$ cat config.mk
export PLATFORM = sky130hd
export DESIGN_NAME = ram_rw_sweep
export DESIGN_NICKNAME = d
export VERILOG_FILES = /design/src/rtl/ram_sweep_pkg.sv /design/src/rtl/ram_sweep_array.sv /design/src/rtl/ram_rw_sweep.sv
export SDC_FILE = /design/constraint.sdc
export NUM_CORES = 1
export LEC_CHECK = 0
export BUFFER_PORTS_ARGS = -buffer_cell sky130_fd_sc_hd__buf_4
export CAP_MARGIN = 20
export CORE_MARGIN = 8
export CORE_UTILIZATION = 47
export CTS_CLUSTER_SIZE = 20
export DETAILED_ROUTE_END_ITERATION = 12
export PLACE_DENSITY = 0.77
export SYNTH_ARGS = -nofsm -noshare
export SYNTH_HDL_FRONTEND = slang
export SYNTH_SLANG_ARGS = --single-unit
$ cat constraint.sdc
create_clock -name clk -period 1.4 [get_ports clk]
set_input_delay 0.28 -clock clk [delete_from_list [all_inputs] [get_ports clk]]
set_output_delay 0.28 -clock clk [all_outputs]
set_load 0.1 [all_outputs]
$ cat src/rtl/ram_sweep_pkg.sv
// Shared types and helpers for the sweep-cleared R/W RAM.
package ram_sweep_pkg;

    typedef enum logic {
        CLEAR = 1'b0,
        READY = 1'b1
    } ram_state_t;

    // Even parity bit: makes the total count of ones (data + parity) even.
    // Callers zero-extend their data, so words up to 64 bits are covered.
    function automatic logic even_parity(input logic [63:0] data);
        return ^data;
    endfunction

endpackage

$ cat src/rtl/ram_sweep_array.sv
// Plain word storage: one write port, one registered read port with enable.
module ram_sweep_array #(
    parameter int unsigned AddrWidth = 2,
    parameter int unsigned Width     = 4,
    parameter int unsigned Depth     = 4
) (
    input  logic                 clk_i,
    input  logic                 rst_ni,
    input  logic                 we_i,
    input  logic [AddrWidth-1:0] waddr_i,
    input  logic [Width-1:0]     wdata_i,
    input  logic                 re_i,
    input  logic [AddrWidth-1:0] raddr_i,
    output logic [Width-1:0]     rdata_o
);

    logic [Width-1:0] mem_q [Depth];
    logic [Width-1:0] rdata_q, rdata_d;

    // Storage is never reset; the owner sweeps it to zero instead.
    always_ff @(posedge clk_i) begin
        if (we_i) begin
            mem_q[waddr_i] <= wdata_i;
        end
    end

    always_comb begin
        rdata_d = rdata_q;
        if (re_i) begin
            rdata_d = mem_q[raddr_i];
        end
    end

    always_ff @(posedge clk_i or negedge rst_ni) begin
        if (!rst_ni) begin
            rdata_q <= '0;
        end else begin
            rdata_q <= rdata_d;
        end
    end

    assign rdata_o = rdata_q;

endmodule

$ cat src/rtl/ram_rw_sweep.sv
// Single-port R/W RAM with zero sweep after reset/clear, req/ready handshake and range check.
// Optional per-word even parity when RAM_PARITY_EN is defined.
module ram_rw_sweep
    import ram_sweep_pkg::*;
#(
    parameter int unsigned ADDR_WIDTH = 2,
    parameter int unsigned DATA_WIDTH = 4,
    parameter int unsigned DEPTH      = 1 << ADDR_WIDTH
) (
    input  logic                  clk,
    input  logic                  reset,
    input  logic                  clear,
    input  logic                  req,
    input  logic                  we,
    input  logic [ADDR_WIDTH-1:0] addr,
    input  logic [DATA_WIDTH-1:0] wdata,
    output logic                  ready,
    output logic [DATA_WIDTH-1:0] rdata,
    output logic                  rvalid,
    output logic                  addr_err,
    output logic                  parity_err
);

`ifdef RAM_PARITY_EN
    localparam int unsigned MemWidth = DATA_WIDTH + 1;
`else
    localparam int unsigned MemWidth = DATA_WIDTH;
`endif

    ram_state_t            state_q, state_d;
    logic [ADDR_WIDTH-1:0] clr_addr_q, clr_addr_d;
    logic                  rvalid_q, rvalid_d;
    logic                  addr_err_q, addr_err_d;
    logic                  oor_q, oor_d;

    logic                  in_range;
    logic                  accept;
    logic                  mem_we;
    logic                  mem_re;
    logic [ADDR_WIDTH-1:0] mem_waddr;
    logic [MemWidth-1:0]   mem_wdata;
    logic [MemWidth-1:0]   mem_rdata;

    assign in_range = 32'(addr) < DEPTH;
    assign accept   = (state_q == READY) && req && !clear;

    always_comb begin
        state_d    = state_q;
        clr_addr_d = clr_addr_q;
        unique case (state_q)
            CLEAR: begin
                clr_addr_d = clr_addr_q + 1'b1;
                if (32'(clr_addr_q) == DEPTH - 1) begin
                    state_d = READY;
                end
            end
            READY: begin
                if (clear) begin
                    state_d    = CLEAR;
                    clr_addr_d = '0;
                end
            end
            default: state_d = CLEAR;
        endcase
    end

    // The sweep owns the write port while clearing; accesses cannot be accepted then.
    always_comb begin
        mem_we    = 1'b0;
        mem_waddr = addr;
        mem_wdata = '0;
        if (state_q == CLEAR) begin
            mem_we    = 1'b1;
            mem_waddr = clr_addr_q;
        end else begin
            mem_we = accept && we && in_range;
`ifdef RAM_PARITY_EN
            mem_wdata = {even_parity(64'(wdata)), wdata};
`else
            mem_wdata = wdata;
`endif
        end
    end

    assign mem_re = accept && !we && in_range;

    always_comb begin
        rvalid_d   = accept && !we;
        addr_err_d = accept && !in_range;
        oor_d      = oor_q;
        if (accept && !we) begin
            oor_d = !in_range;
        end
    end

    always_ff @(posedge clk or negedge reset) begin
        if (!reset) begin
            state_q    <= CLEAR;
            clr_addr_q <= '0;
            rvalid_q   <= 1'b0;
            addr_err_q <= 1'b0;
            oor_q      <= 1'b0;
        end else begin
            state_q    <= state_d;
            clr_addr_q <= clr_addr_d;
            rvalid_q   <= rvalid_d;
            addr_err_q <= addr_err_d;
            oor_q      <= oor_d;
        end
    end

    ram_sweep_array #(
        .AddrWidth(ADDR_WIDTH),
        .Width    (MemWidth),
        .Depth    (DEPTH)
    ) u_array (
        .clk_i  (clk),
        .rst_ni (reset),
        .we_i   (mem_we),
        .waddr_i(mem_waddr),
        .wdata_i(mem_wdata),
        .re_i   (mem_re),
        .raddr_i(addr),
        .rdata_o(mem_rdata)
    );

    assign ready    = (state_q == READY);
    assign rvalid   = rvalid_q;
    assign addr_err = addr_err_q;
    // Out-of-range reads present zero while the array register keeps its old word.
    assign rdata    = oor_q ? '0 : mem_rdata[DATA_WIDTH-1:0];

`ifdef RAM_PARITY_EN
    assign parity_err = rvalid_q && !oor_q &&
                        (even_parity(64'(mem_rdata[DATA_WIDTH-1:0])) != mem_rdata[DATA_WIDTH]);
`else
    assign parity_err = 1'b0;
`endif

endmodule

# Word-level counts from Yosys, hierarchy flattened
# Memory sizes are Yosys's and may differ from the RTL's. A register that Yosys moved wholly into a read port is not among the register bits.
# Index checks and enable logic that the tools add are counted.
# W data, S select, Z words.
# totals
regBits	4
ramBits	16
input_bits	11
out_inout_bits	8
wordCells	25
mem_count	1
# op_classes
add_sub_neg	1
n_eq_ne	2
n_mux	10
n_bitwise	1
n_reduce_logical	7
# mem_list
memory	depth	width	read_ports	rd_clocked_by_memory_dff	wr	line_no	rtl
u_array.mem_q	4	4	1	1	1	ram_sweep_array.sv:17	logic [Width-1:0] mem_q [Depth];
# op_table
op	n
$mux W1	5
$logic_and A1 B1 Y1	4
$mux W2	2
$mux W4	1
$pmux W2 S2	1
$logic_not A1 Y1	3
$add A2 B1 Y2 const B	1
$eq A2 B2 Y1 const B	1
$ne A2 B2 Y1 const B	1
$pmux W1 S2	1
$not A1 Y1	1

# Longest topological paths before layout
# logic_depth
depth_word	6
ltp_mapped	4
depth_no_buf	3

# By module
# From an unflattened synthesis, not the netlist that was laid out.
# hier_totals
hier_cells	69
area_unflattened_um2	1033.5
# by_module_without_submodules
module	instances	cells_per_inst	area_per_inst_um2	seq_area_each_um2
ram_sweep_array	1	44	772.0	580.6
ram_rw_sweep	1	25	261.5	100.1

# Least setup slack after synthesis
# Ideal clock, no wire load.
# synth_path
path_type	register -> register
startpoint	register state_q, in the netlist ready
endpoint	memory u_array.mem_q[0][0] (enable)
setup_ps	329
t_arrival_ps	1743
t_required_ps	1071
slack_ps	-673
path_stages_with_launch	4
path_buffers	0
period_less_slack_ps	2073
path_cell_list	dfrtp_1 -> nand2b_2 -> o32a_1 -> nor2_1
# synth_via
elab_chain_cells	6
word_cells_on_any_way	7
classes_between	mux (4); reduce/logical (3)
# synth_lines
item	line_no	rtl
start: declaration	ram_rw_sweep.sv:30	ram_state_t state_q, state_d;
start signal: assignment	ram_rw_sweep.sv:104	state_q <= state_d;
$logic_and A1 B1 Y1 (2 in series)	ram_rw_sweep.sv:45	assign accept = (state_q == READY) && req && !clear;
$logic_and A1 B1 Y1	ram_rw_sweep.sv:76	mem_we = accept && we && in_range;
$mux W1	ram_rw_sweep.sv:72	if (state_q == CLEAR) begin
$mux W1	ram_sweep_array.sv:22	if (we_i) begin
$mux W1 (not written as such)	ram_sweep_array.sv:23	mem_q[waddr_i] <= wdata_i;
end: declaration	ram_sweep_array.sv:17	
# Several ways; a longest one is shown, not always the timed one.

# Final worst setup path
# layout_path
startpoint	register state_q, in the netlist ready
endpoint	memory u_array.mem_q[0][2] (enable)
# Same word-level chain as after synthesis.

==> reports/metrics.yaml <==
sta:
  fin_hold_ws_ns: 0.224
  tns_ns: -0.0741
  fin_ws_ns: -0.0229
  setup_viol: 5
  hold_viol: 0
  period_minus_slack_ns: 1.42
  drv_slew: 0
  rsz0062_at_grt: "yes"
  fin_crit_sh: 1.02
  fin_skew_ns: 0.0136
  timing.fmax_mhz: 703
setup_path:
  critPathKind: "reg -> reg"
  path_max_fanout: 7
  required_ns: 1.43
  critPathLaunchType: "flop"
  endpoint_kind: "flop"
  worst_ep_arrival_time_ns: 1.45
  r2r_setup_slack_ns: -0.02
clock_network:
  clk_pin_slew_ns: 0.13
  clock_latency_ns: 0.32
  h-tree-depth: 1
  cts.sinks: 24
  clock_path_buffers: 2
  cts_made_buffers: 3
  cts-root-buf: "clkbuf_4"
  cts_tree: "done"
drt:
  vias: 568
  first_iter_violations: 19
  drtAntennaViolNets: 0
  wl_microns: 1780
  drcViolationCount: 0
  routedWlPerCell_microns: 16.0
  dr.pass1.iters: 4
  avgViaCountPerCell: 5.12
logic_synthesis:
  synth_top_family_by_area: "multiplexers"
  synth_seq_area_share: 0.661
  netlist_area_sq_mm: 0.00103
  synth_compound_area_frac: 0.0316
  ys_types: 22
  avgSynthCellArea_sq_um: 17.2
  synthMuxAreaShare: 0.176
  synth_edf_count: 16
  ys_ff_latch: 24
  synth-main-ff-cell: "edfxtp_1"
  synth_xor_area_frac: 0
  synth-async-reset-ratio: 0.333
  synthAdderAreaFrac: 0.0122
  synth-warning-count: 0
  synth-simple-area-share: 0.0790
  synthCells: 60
floorplanning:
  die_h_microns: 62.8
  row_count: 17
  dieArea_sq_mm: 0.00394
  initial_core_util: 0.479
  ioPinCount: 19
  fp.dieW_microns: 62.8
  core_sq_mm: 0.00215
finish:
  fill_cells: 156
  seqCellArea_sq_um: 684
  n_antenna_cell: 0
  drive_gt1_frac: 0.518
  layout.nets: 96
  post-route-util: 0.603
  multi_input_area_sq_um: 360
  syn_to_final_growth_pct: 25.8
power:
  power.density_mw_per_mm2: 2300
  ir_drop_v: 0.00149
  p_leak_nw: 0.515
grt:
  grt_antenna_before_repair: 0
  grt_overflow: 0
  track_usage: 0.0929
  grt_pass1_vias: 608
  grt_max_degree: 14
  grt_pass1_wl_microns: 2840
hold_path:
  hold_path.class: "in -> reg"
status:
  violations: "negative setup slack"
  status: "complete, but fails checks"
placement:
  dp_hpwl_microns: 1410
  gp_congestion: 0.736
  place_ws_ns: -0.0309
  port-buffer-count: 16
run:
  drv_cap: 0
==> cells in the final DEF, fill, tap and decap left out <==
master,netlist,final
nand4_1,1,1
o32a_1,1,1
dfrtp_4,0,1
nor3b_4,1,1
ha_1,1,1
mux2_2,1,1
a2bb2oi_2,0,1
dfrtp_1,8,7
o2bb2ai_1,1,1
mux4_2,4,4
inv_1,2,2
buf_4,2,20
nand2b_4,0,1
edfxtp_1,16,16
buf_6,1,1
and2_1,4,4
mux2_4,4,4
nand2_1,2,2
mux2i_2,0,1
nor2_4,0,4
conb_1,1,2
clkbuf_8,0,1
dlygate4sd3_1,0,1
o21ai_0,1,1
mux2i_1,2,1
clkbuf_4,0,3
==> path summary, 6_finish.rpt <==
check | startpoint | end | depth (start not counted)
max | ready | u_array.mem_q[0][2] | 3
min | clear | clr_addr_q[1] | 3
max reg2reg | ready | u_array.mem_q[0][2] | 3
min reg2reg | u_array.rdata_o[3] | u_array.rdata_o[3] | 1
max in group asynchronous | reset | ready | 2
min in group asynchronous | reset | u_array.rdata_o[1] | 2
==> cell usage after synthesis, types with 2 or more instances <==
cell / number / area [sq um]
mux4_2: 4 / 90.1
buf_4: 2 / 15.0
inv_1: 2 / 7.51
nand2_1: 2 / 7.51
mux2i_1: 2 / 20.0
dfrtp_1: 8 / 200
and2_1: 4 / 25.0
edfxtp_1: 16 / 480
nor2_1: 4 / 15.0
mux2_4: 4 / 60.1
==> sequential cells by signal (all words and copies together) (netlist names) <==
register         flops
rvalid               1
clr_addr_q           2
ready                1
u_array.mem_q       16
u_array.rdata_o      4
==> area by class of cell <==
class,count,share of cell area
Sequential cell,24,0.529
Tap cell,28,0.0271
Clock buffer,4,0.0280
Timing Repair Buffer,22,0.132
Multi-Input combinational cell,31,0.278
Inverter,2,0.00580
==> layer usage <==
metal | routed length (microns) | track usage | up-vias
li1 | - | - | 266
met1 | 729 | 0.0919 | 278
met2 | 901 | 0.160 | 17
met3 | 78 | 0.0215 | 7
met4 | 71 | 0.0798 | 0
met5 | 0 | 0 | -
==> where the power goes <==
part	total, mW	switching, mW	internal (mW)	leakage, nW
clock network	0.362	0.203	0.159	0.0210
registers	1.24	0.142	1.10	0.251
logic	1.38	0.917	0.464	0.243
==> critical path, cell delays in order (launching register included) <==
cell and delay (ns):
dfrtp_4 0.50, nand2b_4 0.08, o32a_1 0.38, nor2_4 0.17
==> per-stage QoR <==
step | cell area (sq um) | total power, mW | cells
floorplan | 1060 | 2.25 | 61
global placement | 1220 | 2.53 | 105
detailed placement | 1220 | 2.57 | 105
CTS | 1270 | 2.95 | 110
global route | 1290 | 3.12 | 111
finish | 1290 | 2.98 | 111
==> cells by family after synthesis <==
kind of cell	count (synthesis)
adder cells (fa/ha/maj)	1
multiplexers	11
other	1
buffers and inverters	6
flip-flops	24
AND/OR/NAND/NOR	13
AO/OA/AOI/OAI	4
==> timing repair <==
item / in CTS / in global routing
hold buffers: 1 / 0
endpoints found under the hold margin: 8 / 0
setup endpoints to repair: 13 / 16
setup buffers: 0 / 1
pin swaps: 1 / 1
gates resized for setup: 1 / 4
Power figures use the tool's default switching activity.
